`config.mk`:
```
export PLATFORM = sky130hd
export DESIGN_NAME = diferential_cfg_loader
export DESIGN_NICKNAME = d
export VERILOG_FILES = /design/src/rtl/diferential_cfg_loader.sv
export SDC_FILE = /design/constraint.sdc
export NUM_CORES = 1
export LEC_CHECK = 0
export ABC_AREA = 1
export BUFFER_PORTS_ARGS = -buffer_cell sky130_fd_sc_hd__buf_2
export CORE_MARGIN = 2
export CORE_UTILIZATION = 64
export CTS_CLUSTER_SIZE = 10
export DETAILED_ROUTE_END_ITERATION = 6
export GPL_ROUTABILITY_DRIVEN = 0
export PLACE_DENSITY = 0.94
export SLEW_MARGIN = 25
export SYNTH_ARGS = -nofsm -noshare
export SYNTH_HDL_FRONTEND = slang
export SYNTH_SLANG_ARGS = --single-unit
export TNS_END_PERCENT = 1
```
`constraint.sdc`:
```
create_clock -name clk -period 3.6 [get_ports clk]
set_input_delay 0.54 -clock clk [delete_from_list [all_inputs] [get_ports clk]]
set_output_delay 0.54 -clock clk [all_outputs]
set_load 0.02 [all_outputs]
```
`src/rtl/diferential_cfg_loader.sv`:
```
// diferential_cfg_loader: serial config loader in front of the muxpga array.
// Hunts a sync word, shifts a payload into a shadow register, verifies an
// XOR checksum and only then commits the shadow to the active config bus.
// Ports:
//   clk       - fabric clock, rising edge
//   reset     - synchronous active-low reset
//   sdi       - serial data, consumed when sdi_en=1
//   sdi_en    - bit strobe
//   abort     - cancels an in-flight frame
//   cfg_out   - active config, cell (r,c) at [(r*COLS+c)*CFG_W +: CFG_W]
//   fabric_en - high after a successful commit
//   busy      - high while a frame is in flight
//   done      - one-cycle pulse on a successful commit
//   err       - sticky checksum-fail flag
module diferential_cfg_loader #(
    parameter int          ROWS  = 3,
    parameter int          COLS  = 3,
    parameter int          CFG_W = 4,
    parameter logic [3:0]  SYNC  = 4'b1010
) (
    input  logic                        clk,
    input  logic                        reset,
    input  logic                        sdi,
    input  logic                        sdi_en,
    input  logic                        abort,
    output logic [ROWS*COLS*CFG_W-1:0]  cfg_out,
    output logic                        fabric_en,
    output logic                        busy,
    output logic                        done,
    output logic                        err
);

    localparam int CELLS = ROWS * COLS;
    localparam int N     = CELLS * CFG_W;
    localparam int MAXC  = (N > CFG_W) ? N : CFG_W;
    localparam int CW    = $clog2(MAXC + 1);

    localparam logic [CW-1:0] LAST_D = CW'(N - 1);
    localparam logic [CW-1:0] LAST_C = CW'(CFG_W - 1);

    typedef enum logic [1:0] {
        IDLE,
        SHIFT,
        CHECK,
        COMMIT
    } state_t;

    state_t             state;
    logic [3:0]         hist;
    logic [3:0]         hist_next;
    logic [N-1:0]       shadow;
    logic [CFG_W-1:0]   csum;
    logic [CFG_W-1:0]   expected;
    logic [CW-1:0]      cnt;

    assign hist_next = {hist[2:0], sdi};

    // Checksum is the XOR of every cell field of the shadow image.
    always_comb begin
        expected = '0;
        for (int i = 0; i < CELLS; i++) begin
            expected = expected ^ shadow[i*CFG_W +: CFG_W];
        end
    end

    always_ff @(posedge clk) begin
        if (!reset) begin
            state     <= IDLE;
            hist      <= '0;
            shadow    <= '0;
            csum      <= '0;
            cnt       <= '0;
            cfg_out   <= '0;
            fabric_en <= 1'b0;
            busy      <= 1'b0;
            done      <= 1'b0;
            err       <= 1'b0;
        end else begin
            done <= 1'b0;
            if (abort) begin
                // Dropping back to IDLE also clears the sync history.
                state <= IDLE;
                hist  <= '0;
                busy  <= 1'b0;
            end else begin
                unique case (state)
                    IDLE: begin
                        if (sdi_en) begin
                            hist <= hist_next;
                            if (hist_next == SYNC) begin
                                state     <= SHIFT;
                                cnt       <= '0;
                                err       <= 1'b0;
                                fabric_en <= 1'b0;
                                busy      <= 1'b1;
                            end
                        end
                    end
                    SHIFT: begin
                        if (sdi_en) begin
                            shadow <= {shadow[N-2:0], sdi};
                            if (cnt == LAST_D) begin
                                state <= CHECK;
                                cnt   <= '0;
                            end else begin
                                cnt <= cnt + 1'b1;
                            end
                        end
                    end
                    CHECK: begin
                        if (sdi_en) begin
                            csum <= {csum[CFG_W-2:0], sdi};
                            if (cnt == LAST_C) begin
                                state <= COMMIT;
                            end else begin
                                cnt <= cnt + 1'b1;
                            end
                        end
                    end
                    COMMIT: begin
                        if (csum == expected) begin
                            cfg_out   <= shadow;
                            fabric_en <= 1'b1;
                            done      <= 1'b1;
                        end else begin
                            err <= 1'b1;
                        end
                        state <= IDLE;
                        hist  <= '0;
                        busy  <= 1'b0;
                    end
                    default: begin
                        state <= IDLE;
                        hist  <= '0;
                        busy  <= 1'b0;
                    end
                endcase
            end
        end
    end

endmodule
```
==> metrics.md <==
| Metric | Value |
|---|---|
| IO buf count | `44` |
| Cell area after synthesis | `~4600 um^2` |
| Count of different cell masters after synthesis | `26` |
| Measured slew at the worst slew-check pin | `about 0.65 ns` |
| Clock slew at reported path FFs | `~0.09 ns` |
| Boundary pin count | `45` |
| Switching power total | `0.417 mW` |
| CTS max path bufs | `2` |
| Share of post-route cells with drive strength above 1 | `between 10% and 20%` |
| Outcome | `finished clean` |
| Critical Path Fanout Max | `37` |
| Commonest non-fill, non-tap cell in the layout | `nand2_1` |
| R2R setup slack | `approximately 0.99 ns` |
| Worst Hold End | `fabric_en$_SDFFE_PN0P_` |
| Setup WS pre-CTS | `1.14 ns` |
| Setup ws final | `0.991 ns` |
| Pleak | `2.38 nW` |
| Global-route wire length before repair | `17400 um` |
| Relative slew slack | `a little under three fifths` |
| Hpwl dp | `about 7000 um` |
| Initial core utilization | `66.6%` |
| CTS Buf Count | `9` |
| Core area | `roughly 7000 um^2` |
| Worst r2r path cells | `14` |
| Critical Path Sink Type | `register` |
| Post-Synthesis Cells | `slightly below 700` |
| Fill cell count | `571` |
| Part of the power in the clock network | `about 41%` |
| Slowest cell on crit path | `nand4_4` |
| CTS tree | `built` |
| Worst Min Path Start | `fabric_en$_SDFFE_PN0P_` |
| Latest clock arrival within the worst-skew pair | `approximately 0.37 ns` |
| Final-report max-slew violation count | `0` |
| Warning count from the yosys run | `0` |
| Starting DRC count in detailed routing | `348` |
| Crit start category | `register` |
| Peak VDD IR | `0.262 mV` |
| Die Ht | `just under 90 um` |
| CP cell instances | `inv_2, nand2_1, nand2_1, nand2_1, inv_1, nor2_2, inv_1, nand2_1, nand2_1, nor2_4, nand4_4, nand2_1, inv_1, nor2_1` |
| Critical path type | `register to register` |
| Die X | `a little under 90 um` |
| Drt drc | `0` |
| WL final | `10400 um` |
| Hold path cells | `2` |
| Seq/Total Area, Yosys | `between 30% and 40%` |
| Sink Count | `91` |
| CP max stage delay | `around 0.55 ns` |
| Worst hold path class | `register to register` |
| Largest net degree at the start of global routing | `between 70 and 80` |
| N_diodes | `0` |
| Pwr per Cell Area | `361 nW/um^2` |
| Setup Buffers After CTS | `0` |
| Reg-to-Reg End | `cfg_out[16]$_SDFFE_PN0P_` |
| Resized cells post-CTS | `0` |
| RR Startpoint | `shadow[17]$_SDFFE_PN0P_` |
| DIE AREA | `about 7800 um^2` |
| Internal | `1.39 mW` |
| Root Buffer | `clkbuf_8` |
| Fin util | `72.7%` |
| Top Family by Delay on Critical Path | `simple AND/OR/NAND/NOR gates` |
| Syn Nets | `~710` |
| Seq cells post-synth | `between 90 and 100` |
| Nets | `736` |
| Initial antenna violation count | `0` |
| Switching Share | `23.1%` |
| Seq pwr share | `55.9%` |
| FP Rows | `30` |
| Commonest non-fill, non-tap cells in the layout | `176 x nand2_1, 135 x inv_1, 91 x dfxtp_1, 63 x nor2_1, 49 x a21oi_1` |
| Vias per cell | `roughly 5.4` |
| Crit share post-route | `approximately 72%` |
| Worst Path Arrival | `2.91 ns` |
| Cts hold-fix bufs | `0` |
| Most frequent CP cell | `nand2_1` |
| Worst path required time | `approximately 3.9 ns` |
| Area Growth Syn to Fin | `9.14%` |
| Gr usage total | `approximately 28%` |
| Vias in the first global route | `~4000` |
| Power share of the combinational group | `approximately 3.4%` |
| Syn avg cell area | `6.57 um^2` |
| CP Buf/Inv Count | `4` |
| H-tree depth | `3` |
| # setup viols final | `0` |
| 1st-pass router iterations | `5` |
| Clk_skew | `~0.012 ns` |
| RSZ-0062 raised after global routing | `no` |
| Aggregate global routing overflow | `0` |
| Final setup TNS | `0 ns` |
| Wirelength per Cell | `12.6 um` |
| Fmax | `around 380 MHz` |
| Final Hold Vio Count | `0` |
| # Max-Cap Violations | `0` |
| Antenna viol nets, final | `0` |
| Vias | `between 4000 and 5000` |
| Final min period | `between 2 and 3 ns` |
==> per-stage QoR <==
step           hold slack, ns  cells  area, um^2  power (mW)
6_report                0.454    826        4990        1.80
5_1_grt                 0.497    826        4990        1.86
4_1_cts                 0.458    826        4990        1.81
3_5_place_dp            0.444    810        4780        1.09
3_3_place_gp            0.442    810        4780        1.09
2_1_floorplan           0.437    696        4570        1.08
==> routing by layer <==
metal	routed length, um	global-route usage (%)
met1	4240	33.5
met3	623	5.32
met4	288	12.9
met5	0	0
met2	5290	48.9
==> Yosys cell counts (all sizes together) <==
library cell	instances	area, um^2
a211oi	5	37.5
a21oi	49	245
a31oi	1	6.26
and3	1	6.26
buf	11	100
clkbuf	19	71.3
dfxtp	91	1820
ha	6	75.1
inv	144	541
nand2	176	661
nand3	28	145
nand3b	1	7.51
nand4	38	253
nor2	66	258
nor3	6	41.3
o21ai	45	225
xnor2	3	26.3
xor2	6	52.6
==> cells by family (layout without fill, tap and decap cells) <==
logic type	Yosys count	after routing	share of synthesized area [%]
adder cells (fa/ha/maj)	6	6	1.64
XOR/XNOR	9	9	1.72
AND/OR/NAND/NOR	316	316	30.0
buffers and inverters	174	208	15.6
AO/OA/AOI/OAI	100	100	11.2
flip-flops	91	91	39.8
==> sequential cells by signal (all words and copies together) (netlist names) <==
name and flops:
state 2, busy 1, err 1, fabric_en 1, cfg_out 36, csum 4
shadow 36, done 1, hist 3, cnt 6
==> power by group through the flow <==
stage	Clock [mW]	Combinational, mW	Sequential [mW]
detailed placement	0	0.0584	1.03
global placement	0	0.0561	1.03
floorplan	0	0.0468	1.03
global route	0.780	0.0688	1.01
finish	0.733	0.0606	1.01
CTS	0.741	0.0592	1.01
==> worst reg2reg max path, delay by kind of cell (launching register included) <==
family / cells / cell delay, ns
simple gates: 10 / 1.92
flops: 1 / 0.39
buf+inv: 4 / 0.24
==> final cells by class <==
| class | count | area [um^2] | share of cell area [%] |
|---|---|---|---|
| Timing Repair Buffer | 48 | 250 | 5.01 |
| Clock buffer | 11 | 151 | 3.03 |
| Inverter | 144 | 541 | 10.8 |
| Sequential cell | 91 | 1820 | 36.5 |
| Tap cell | 96 | 120 | 2.41 |
| Clock inverter | 5 | 60.1 | 1.20 |
| Multi-Input combinational cell | 431 | 2050 | 41.0 |
==> worst max-delay path by stage <==
stage / startpoint / end / depth (start not counted)
floorplan: state[0]$_SDFFE_PP0P_ / cnt[0]$_SDFFE_PN0P_ / 9
global placement: shadow[1]$_SDFFE_PN0P_ / cfg_out[20]$_SDFFE_PN0P_ / 14
detailed placement: shadow[8]$_SDFFE_PN0P_ / cfg_out[16]$_SDFFE_PN0P_ / 14
CTS: shadow[17]$_SDFFE_PN0P_ / cfg_out[16]$_SDFFE_PN0P_ / 14
global route: shadow[1]$_SDFFE_PN0P_ / cfg_out[16]$_SDFFE_PN0P_ / 14
finish: shadow[17]$_SDFFE_PN0P_ / cfg_out[16]$_SDFFE_PN0P_ / 14
Power figures use the tool's default switching activity.
